## config.mk

```make
export PLATFORM = sky130hd
export DESIGN_NAME = alu_mc
export DESIGN_NICKNAME = d
export VERILOG_FILES = /design/src/rtl/alu_pkg.sv /design/src/rtl/alu_mc_div.sv /design/src/rtl/alu_mc.sv
export SDC_FILE = /design/constraint.sdc
export NUM_CORES = 1
export LEC_CHECK = 0
export ABC_CLOCK_PERIOD_IN_PS = 8700
export BUFFER_PORTS_ARGS = -buffer_cell sky130_fd_sc_hd__buf_2
export CORE_UTILIZATION = 66
export DETAILED_ROUTE_END_ITERATION = 12
export GPL_ROUTABILITY_DRIVEN = 0
export HOLD_SLACK_MARGIN = 0.06
export PLACE_DENSITY = 0.88
export SYNTH_ARGS = -nofsm -noshare
export SYNTH_HDL_FRONTEND = slang
export SYNTH_HIERARCHICAL = 1
export SYNTH_SLANG_ARGS = --single-unit
```

## constraint.sdc

```tcl
create_clock -name clk -period 8.7 [get_ports clk]
set_clock_uncertainty 0.1 [all_clocks]
set_input_delay 0.87 -clock clk [delete_from_list [all_inputs] [get_ports clk]]
set_output_delay 0.87 -clock clk [all_outputs]
set_load 0.01 [all_outputs]
```

## src/rtl/alu_pkg.sv

```systemverilog
// Shared types for alu_mc: opcode encoding, flag bit positions, FSM states and a flag packer.
package alu_pkg;

   typedef enum logic [4:0] {
      OP_ADD = 5'd0,
      OP_OR  = 5'd1,
      OP_ADC = 5'd2,
      OP_SBC = 5'd3,
      OP_AND = 5'd4,
      OP_SUB = 5'd5,
      OP_XOR = 5'd6,
      OP_DIV = 5'd21,
      OP_MUL = 5'd22
   } alu_op_t;

   typedef enum int unsigned {
      FLAG_Z = 0,
      FLAG_C = 1,
      FLAG_V = 2,
      FLAG_S = 3
   } flag_idx_t;

   typedef enum logic [1:0] {
      ST_IDLE = 2'd0,
      ST_MUL  = 2'd1,
      ST_DIV  = 2'd2
   } alu_state_t;

   function automatic logic [3:0] pack_flags(input logic s, input logic v,
                                             input logic c, input logic z);
      logic [3:0] f;
      f         = '0;
      f[FLAG_S] = s;
      f[FLAG_V] = v;
      f[FLAG_C] = c;
      f[FLAG_Z] = z;
      return f;
   endfunction

endpackage

```

## src/rtl/alu_mc_div.sv

```systemverilog
// Restoring shift-subtract divider, one quotient bit per cycle. The load cycle
// already performs the first step; the parent FSM counts the remaining steps.
module alu_mc_div
   import alu_pkg::*;
#(
   parameter int WIDTH = 16
) (
   input  logic               clk,
   input  logic               reset_n,
   input  logic               load,
   input  logic [WIDTH-1:0]   dividend,
   input  logic [WIDTH/2-1:0] divisor,
   output logic [WIDTH/2-1:0] remainder,
   output logic [WIDTH/2-1:0] quotient
);

   localparam int H = WIDTH / 2;

   logic [H-1:0] dsr;
   logic [H-1:0] rem_in;
   logic [H-1:0] quo_in;
   logic [H-1:0] dsr_in;
   logic [H:0]   trial;
   logic [H:0]   diff;

   // Partial remainder stays below the divisor, so trial fits in H+1 bits and
   // diff[H] is the borrow of the trial subtraction.
   always_comb begin
      rem_in = load ? dividend[WIDTH-1:H] : remainder;
      quo_in = load ? dividend[H-1:0]     : quotient;
      dsr_in = load ? divisor             : dsr;
      trial  = {rem_in, quo_in[H-1]};
      diff   = trial - {1'b0, dsr_in};
   end

   always_ff @(posedge clk or negedge reset_n) begin
      if (!reset_n) begin
         dsr       <= '0;
         remainder <= '0;
         quotient  <= '0;
      end else begin
         if (load)
            dsr <= divisor;
         if (!diff[H]) begin
            remainder <= diff[H-1:0];
            quotient  <= {quo_in[H-2:0], 1'b1};
         end else begin
            remainder <= trial[H-1:0];
            quotient  <= {quo_in[H-2:0], 1'b0};
         end
      end
   end

endmodule

```

## src/rtl/alu_mc.sv

```systemverilog
// alu_mc: multi-cycle ALU with single-cycle logic/arith, shift-add MUL and an
// iterative DIV. Define ALU_MC_DIV_EN to build the divider; otherwise DIV answers as divide-by-zero.
//
// state   | meaning
// ST_IDLE | accepting start; single-cycle ops and DIV exceptions retire here
// ST_MUL  | shift-add iterations, one multiplier bit per cycle
// ST_DIV  | restoring-divide iterations in alu_mc_div
module alu_mc
   import alu_pkg::*;
#(
   parameter int WIDTH = 16
) (
   input  logic             clk,
   input  logic             reset_n,
   input  logic             start,
   input  logic             flush,
   input  logic [4:0]       alu_op,
   input  logic             size,
   input  logic [WIDTH-1:0] A,
   input  logic [WIDTH-1:0] B,
   input  logic             C,
   output logic             busy,
   output logic             done,
   output logic [WIDTH-1:0] R,
   output logic [3:0]       flags
);

   localparam int H  = WIDTH / 2;
   localparam int CW = $clog2(H);
   localparam logic [CW-1:0] LAST = CW'(H - 1);

   alu_state_t     state;
   logic [CW-1:0]  cnt;
   logic [WIDTH-1:0] mul_acc;
   logic [WIDTH-1:0] mul_mcand;
   logic [H-1:0]     mul_mplier;
   logic [WIDTH-1:0] mul_next;

   logic [WIDTH:0]   add_full, sub_full;
   logic [H:0]       add_half, sub_half;
   logic             cin_add, cin_sub;
   logic [WIDTH-1:0] logic_w;
   logic [WIDTH-1:0] sc_r;
   logic [3:0]       sc_flags;
   logic             sc_c, sc_v, sc_z, sc_ok, is_add, is_sub, is_logic;
   logic             a_m, b_m, r_m;

   // Subtraction is A + ~B + cin; carry-in acts as not-borrow for SBC.
   always_comb begin
      cin_add  = (alu_op == OP_ADC) ? C : 1'b0;
      cin_sub  = (alu_op == OP_SBC) ? C : 1'b1;
      add_full = {1'b0, A} + {1'b0, B} + {{WIDTH{1'b0}}, cin_add};
      sub_full = {1'b0, A} + {1'b0, ~B} + {{WIDTH{1'b0}}, cin_sub};
      add_half = {1'b0, A[H-1:0]} + {1'b0, B[H-1:0]} + {{H{1'b0}}, cin_add};
      sub_half = {1'b0, A[H-1:0]} + {1'b0, ~B[H-1:0]} + {{H{1'b0}}, cin_sub};
   end

   always_comb begin
      sc_r     = '0;
      sc_c     = 1'b0;
      sc_ok    = 1'b1;
      is_add   = 1'b0;
      is_sub   = 1'b0;
      is_logic = 1'b0;
      logic_w  = '0;
      case (alu_op)
         OP_ADD, OP_ADC: begin
            is_add = 1'b1;
            sc_r   = size ? add_full[WIDTH-1:0] : {A[WIDTH-1:H], add_half[H-1:0]};
            sc_c   = size ? add_full[WIDTH] : add_half[H];
         end
         OP_SUB, OP_SBC: begin
            is_sub = 1'b1;
            sc_r   = size ? sub_full[WIDTH-1:0] : {A[WIDTH-1:H], sub_half[H-1:0]};
            sc_c   = ~(size ? sub_full[WIDTH] : sub_half[H]);
         end
         OP_AND: begin is_logic = 1'b1; logic_w = A & B; end
         OP_OR:  begin is_logic = 1'b1; logic_w = A | B; end
         OP_XOR: begin is_logic = 1'b1; logic_w = A ^ B; end
         default: sc_ok = 1'b0;
      endcase
      if (is_logic)
         sc_r = size ? logic_w : {A[WIDTH-1:H], logic_w[H-1:0]};
      a_m  = size ? A[WIDTH-1] : A[H-1];
      b_m  = size ? B[WIDTH-1] : B[H-1];
      r_m  = size ? sc_r[WIDTH-1] : sc_r[H-1];
      sc_z = size ? (sc_r == '0) : (sc_r[H-1:0] == '0);
      sc_v = (is_add && (a_m == b_m) && (r_m != a_m)) ||
             (is_sub && (a_m != b_m) && (r_m != a_m));
      sc_flags = sc_ok ? pack_flags(r_m, sc_v, sc_c, sc_z) : 4'b0000;
   end

   assign mul_next = mul_acc + (mul_mplier[0] ? mul_mcand : '0);
   assign busy     = (state != ST_IDLE);

`ifdef ALU_MC_DIV_EN
   logic         div_zero, div_ovf, div_load;
   logic [H-1:0] div_rem, div_quo;

   assign div_zero = (B[H-1:0] == '0);
   assign div_ovf  = (A[WIDTH-1:H] >= B[H-1:0]);
   assign div_load = (state == ST_IDLE) && start && (alu_op == OP_DIV) && !div_zero && !div_ovf;

   alu_mc_div #(.WIDTH(WIDTH)) u_div (
      .clk       (clk),
      .reset_n   (reset_n),
      .load      (div_load),
      .dividend  (A),
      .divisor   (B[H-1:0]),
      .remainder (div_rem),
      .quotient  (div_quo)
   );
`endif

   always_ff @(posedge clk or negedge reset_n) begin
      if (!reset_n) begin
         state      <= ST_IDLE;
         cnt        <= '0;
         R          <= '0;
         flags      <= '0;
         done       <= 1'b0;
         mul_acc    <= '0;
         mul_mcand  <= '0;
         mul_mplier <= '0;
      end else begin
         done <= 1'b0;
         case (state)
            ST_IDLE: begin
               if (start) begin
                  if (alu_op == OP_MUL) begin
                     state      <= ST_MUL;
                     cnt        <= '0;
                     mul_acc    <= '0;
                     mul_mcand  <= {{H{1'b0}}, A[H-1:0]};
                     mul_mplier <= B[H-1:0];
`ifdef ALU_MC_DIV_EN
                  end else if (div_load) begin
                     state <= ST_DIV;
                     cnt   <= '0;
                  end else if (alu_op == OP_DIV) begin
                     R     <= A;
                     flags <= pack_flags(div_zero, 1'b1, 1'b0, 1'b0);
                     done  <= 1'b1;
`else
                  end else if (alu_op == OP_DIV) begin
                     R     <= A;
                     flags <= pack_flags(1'b1, 1'b1, 1'b0, 1'b0);
                     done  <= 1'b1;
`endif
                  end else begin
                     R     <= sc_r;
                     flags <= sc_flags;
                     done  <= 1'b1;
                  end
               end
            end
            ST_MUL: begin
               if (flush) begin
                  state <= ST_IDLE;
                  cnt   <= '0;
               end else begin
                  mul_acc    <= mul_next;
                  mul_mcand  <= mul_mcand << 1;
                  mul_mplier <= mul_mplier >> 1;
                  cnt        <= cnt + 1'b1;
                  if (cnt == LAST) begin
                     state <= ST_IDLE;
                     cnt   <= '0;
                     R     <= mul_next;
                     flags <= pack_flags(mul_next[WIDTH-1], 1'b0, 1'b0, mul_next == '0);
                     done  <= 1'b1;
                  end
               end
            end
`ifdef ALU_MC_DIV_EN
            ST_DIV: begin
               if (flush) begin
                  state <= ST_IDLE;
                  cnt   <= '0;
               end else begin
                  cnt <= cnt + 1'b1;
                  if (cnt == LAST) begin
                     state <= ST_IDLE;
                     cnt   <= '0;
                     R     <= {div_rem, div_quo};
                     flags <= pack_flags(div_quo[H-1], 1'b0, 1'b0, div_quo == '0);
                     done  <= 1'b1;
                  end
               end
            end
`endif
            default: begin
               state <= ST_IDLE;
               cnt   <= '0;
            end
         endcase
      end
   end

endmodule

```

Word level (Yosys, flattened, before mapping)
Cells that the tools add are included.
- add/subtract/negate cells: 10
- equal/unequal tests: 19
- multiplexer cells: 60
- bitwise logic cells: 6
- reductions and logical operators: 20
- operators by type and width (kind ; count):
    two-way mux 16 bit ; 16
    case mux 16 bit (2 select lines) ; 4
    case mux 16 bit (3 select lines) ; 1
    adder 16 x 16 -> 17 bit ; 2
    adder 17 x 1 -> 17 bit ; 2
    zero test 16 bit ; 2
    two-way mux 4 bit ; 6
    two-way mux 8 bit ; 3
    adder 8 x 8 -> 9 bit ; 2
    adder 9 x 1 -> 9 bit ; 2
    adder 16 bit ; 1
    bitwise AND 16 bit ; 1
    two-way mux 1 bit ; 16
    inverter 16 bit ; 1
    bitwise OR 16 bit ; 1
    case mux 8 bit (2 select lines) ; 1
    bitwise XOR 16 bit ; 1
    equality test 5 x 3 -> 1 bit (second input constant) ; 3
    two-way mux 3 bit ; 4
    equality test 5 x 2 -> 1 bit (second input constant) ; 2
    equality test 5 bit (second input constant) ; 2
    != test 2 bit (second input constant) ; 5
    zero test 8 bit ; 1
    two-way mux 2 bit ; 4
    25 further kinds ; 32
- flip-flop bits (word level): 66
- bits of input ports: 43
- output and inout bits: 22
- logic and storage cells: 123

Longest topological paths before layout
- word-level depth: 15
- mapped depth: 15
- mapped depth without buffers: 14

Least setup slack after synthesis
OpenSTA, ideal clock, no wires.
- path type: input -> register
- start: input port alu_op[4]
- end: register flags[0]
- setup time: 0.076 ns
- arrival: 4.069 ns
- required time: 8.524 ns
- path slack: 4.455 ns
- stages on the path: 14
- buffers on the path: 0
- path through: nor3_1 > nand4b_1 > fa_1 > fa_1 > nor2b_1 > o21ai_1 > a31oi_2 > a211oi_1 > o31ai_1 > xor2_1 > o22ai_1 > o32a_1 > or4_1 > o21ai_1
- cells in the longest elaborated chain, start to end: 13
- elaborated cells between the ends (all ways): 37
- classes of those cells: 4 x add/sub; 9 x eq/ne; 16 x mux; 8 x reduce/logical
- ends and longest elaborated chain (item ; RTL line ; text):
    start: declaration ; alu_mc.sv:17 ; input logic [4:0] alu_op,
    equality test 5 x 2 -> 1 bit (on tied branches) ; alu_mc.sv:51, alu_mc.sv:66, alu_mc.sv:50 ;
    two-way mux 1 bit (on tied branches) ; alu_mc.sv:51, alu_mc.sv:50 ;
    adder 17 x 1 -> 17 bit, or another cell as far along ; alu_mc.sv:53 ; sub_full = {1'b0, A} + {1'b0, ~B} + {{WIDTH{1'b0}}, cin_sub};
    two-way mux 16 bit (on tied branches) ; alu_mc.sv:74, alu_mc.sv:69 ;
    case mux 16 bit (2 select lines) ; alu_mc.sv:66 ; case (alu_op)
    two-way mux 16 bit ; alu_mc.sv:82 ; if (is_logic)
    zero test 16 bit / zero test 8 bit (equally long branches) ; alu_mc.sv:87 ; sc_z = size ? (sc_r == '0) : (sc_r[H-1:0] == '0);
    two-way mux 1 bit ; alu_mc.sv:87 ;
    two-way mux 4 bit ; alu_mc.sv:90 ; sc_flags = sc_ok ? pack_flags(r_m, sc_v, sc_c, sc_z) : 4'b0000;
    two-way mux 4 bit ; alu_mc.sv:145 ; end else if (alu_op == OP_DIV) begin
    two-way mux 4 bit ; alu_mc.sv:130 ; if (alu_op == OP_MUL) begin
    two-way mux 4 bit ; alu_mc.sv:129 ; if (start) begin
    case mux 4 bit (2 select lines) ; alu_mc.sv:127 ; case (state)
    end signal: assignment ; alu_mc.sv:147 ; flags <= pack_flags(1'b1, 1'b1, 1'b0, 1'b0);
    end signal: assignment ; alu_mc.sv:152 ; flags <= sc_flags;
    end signal: assignment ; alu_mc.sv:170 ; flags <= pack_flags(mul_next[WIDTH-1], 1'b0, 1'b0, mul_next == '0);
    end: declaration ; alu_mc.sv:25 ; output logic [3:0] flags
Several ways; a longest one is shown, not always the timed one. The select of a mux whose other input is x is not followed.
A chain may end at the register's enable or synchronous reset.

Final worst setup path
- start: input port alu_op[2]
- end: register flags[0]
The elaborated chain is that of the path after synthesis.

==> flow_metrics.tcl <==
set metrics [dict create \
    status "complete, no violations" \
    wl_per_cell_um 19.43 \
    rows 35 \
    async_reset_ff_share_pct 100.0 \
    start_util_pct 68.85 \
    dp_hpwl_mm 13.87 \
    synth-seq-cells 65 \
    crit_chain "buf_2, nor3_1, nand4b_1, fa_1, fa_1, nor2b_1, o21ai_1, a31oi_2, a211oi_1, o31ai_1, xor2_1, o22ai_1, o32a_1, or4_1, o21ai_1" \
    place_area_sq_um 6802 \
    crit_family "compound AO/OA/AOI/OAI gates" \
    antenna_found_initial 0 \
    whs_ns 0.3731 \
    cp-startpoint "alu_op[2]" \
    synth_area_leaders "dfrtp_1 (25%), ha_1 (12%), nand2_1 (5.4%)" \
    postCtsSetupBuffers 0 \
    timing.setup.tns_ns 0 \
    syn_nets 923 \
    p_per_area_nw_per_um2 140.5 \
    power_uw 982.6 \
    required_ns 8.88 \
    drt-total-wl_mm 19.08 \
    worst_pin_slew_ns 1.154 \
    yosys-top-cells-count "nand2_1 (92), dfrtp_1 (65), ha_1 (64), o21ai_0 (63), nor2_1 (60)" \
    cts_tree "yes" \
    cp-end-kind "flip-flop" \
    cp_max_fo 8 \
    slew_headroom_pct 22.86 \
    avgSynthCellArea_sq_um 7.956 \
    io_buffers 64 \
    ir_drop_mv 0.07999 \
    startpoint_type "input port" \
    final_hold_viol_count 0 \
    slew_violations 0 \
    min_period_ns 4.523 \
    leakagePower_nw 3.343 \
    reg2reg_depth 12 \
    cts_buffers 9 \
    r2r_start "state[0]" \
    max_cap_violations 0 \
    setup_ws_ns 4.177 \
    synth_edf_count 0 \
    ys_warn_count 6 \
    synth_top_area_share_pct 25.21 \
    dr.pass1.iters 6 \
    final_util_pct 74.65 \
    insertion_delay_ns 0.36 \
    ys.flop_type "dfrtp_1" \
    grt_pass1_wl_mm 30.63 \
    ys_types 77 \
    syn_to_final_growth_pct 8.416 \
    max_stage_delay_ns 0.51 \
    core_region_area_sq_um 9371 \
    grt_use_total_pct 38.78 \
    vias 6648 \
    instances_no_fill 982 \
    die_h_um 100.9 \
    ys_seq_area_share_pct 25.21 \
    place_ws_ns 3.907 \
    layout-drive-gt1-share_pct 12.66 \
    hold_depth 1 \
    holdCritPathClass "flip-flop to flip-flop" \
    finalCritPeriodShare_pct 51.99 \
    design_area_sq_um 6995 \
    yosys.area.top_type "dfrtp_1" \
    yosysMostFrequentCell "nand2_1" \
    fmax_mhz 221.1 \
    syn_area_sq_um 6452 \
    syn_inst 811 \
    worstHoldStart "R[9]" \
    die_area_sq_um 10180 \
    cts.path.max_buffers 2 \
    fill_cells 748 \
    io_pins 65 \
    path_depth 15 \
    grt_max_degree 66 \
    drt-initial-drc-count 729 \
    cts_sinks 65 \
    drtAntennaViolNets 0 \
    via_per_inst 6.770 \
    path_buf_inv 1 \
    rsz0062_at_grt "false" \
    fin_nets 960 \
    grt_pass1_vias 6261 \
    grt-ovfl-total 0 \
    clkTransAtPathRegs_ns 0.08 \
    cts_hold_buffers 0 \
    htree_levels 3 \
    cp.arrival_ns 4.71 \
    post-route-drc-count 0 \
    die_x_um 100.9 \
    clock-root-buffer "clkbuf_8" \
    timing_worst_setup_path_type "input port to flip-flop" \
    crit_slowest_cell "or4_1" \
    diodes 0 \
    finalSetupViolCount 0 \
    postCtsResizedCells 0 \
    placed_cells 966 \
]
==> cells in the final DEF, fill, tap and decap left out, types with 5 or more instances in the layout <==
cell / instances
a211oi_1: 21
a21o_1: 17
a21oi_1: 51
a221oi_1: 8
a22o_1: 11
a31oi_1: 6
and2_1: 17
and3_1: 5
buf_2: 64
clkbuf_8: 9
dfrtp_1: 64
fa_1: 5
ha_1: 64
inv_1: 50
mux2i_1: 22
nand2_1: 92
nand2b_1: 10
nand3_1: 28
nand4_1: 5
nor2_1: 59
nor2b_1: 7
nor3_1: 18
o211ai_1: 6
o21a_1: 5
o21ai_0: 63
o21bai_1: 6
o221ai_1: 6
o22ai_1: 10
o31ai_1: 12
or2_2: 5
xnor2_1: 15
xor2_1: 9
==> kinds of logic (layout without fill, tap and decap cells) <==
group | Yosys count | count (layout) | share of synthesized area (%)
flops | 65 | 65 | 25.21
fa+ha+maj | 69 | 69 | 13.96
simple gates | 271 | 271 | 20.15
xor+xnor | 24 | 24 | 3.258
buf+inv | 92 | 134 | 5.565
mux | 22 | 22 | 3.413
compound gates | 268 | 268 | 28.45
==> routing by layer <==
| metal | GRT usage, % | wire (um) | share of wire (%) | up-vias |
|---|---|---|---|---|
| met5 | 0 | 0 | 0 | - |
| met4 | 23.63 | 928 | 4.9 | 0 |
| met3 | 5.270 | 1929 | 10 | 98 |
| met2 | 62.86 | 8991 | 47 | 436 |
| met1 | 49.27 | 7234 | 38 | 3107 |
| li1 | - | - | - | 3007 |
==> worst reg2reg max path: cells and delay by family (launching register included) <==
family | cells | cell delay [ns]
flip-flops | 1 | 0.35
buffers and inverters | 3 | 1.34
AND/OR/NAND/NOR | 6 | 2.12
AO/OA/AOI/OAI | 3 | 0.41
==> power breakdown <==
| group | switching [mW] | internal, mW | total, mW |
|---|---|---|---|
| registers | 0.0328 | 0.345 | 0.377 |
| logic | 0.208 | 0.128 | 0.336 |
| clock network | 0.137 | 0.132 | 0.269 |
| total | 0.378 | 0.605 | 0.983 |
==> sequential cells by signal (all words and copies together), names as in the netlist <==
name / count
R: 16
cnt: 3
done: 1
flags: 4
mul_acc: 16
mul_mcand: 16
mul_mplier: 8
state: 1
==> final timing paths <==
path                                  to  slack (ns)
min in group asynchronous  mul_mcand[10]        0.58
max reg2reg                     flags[0]        4.31
max in group asynchronous       state[0]        7.34
max                             flags[0]        4.18
min reg2reg                         R[9]        0.37
min                                 R[9]        0.37
==> cell type report <==
type	instances	area [sq um]	share of cell area (%)
clock buffer	9	123.9	1.771
clock inverter	7	70.07	1.002
inverter	50	187.7	2.683
multi-input combinational	654	4474	63.96
sequential	65	1628	23.27
tap	129	161.4	2.307
timing repair buffer	68	350.3	5.008
(Power assumes the default switching activity.)
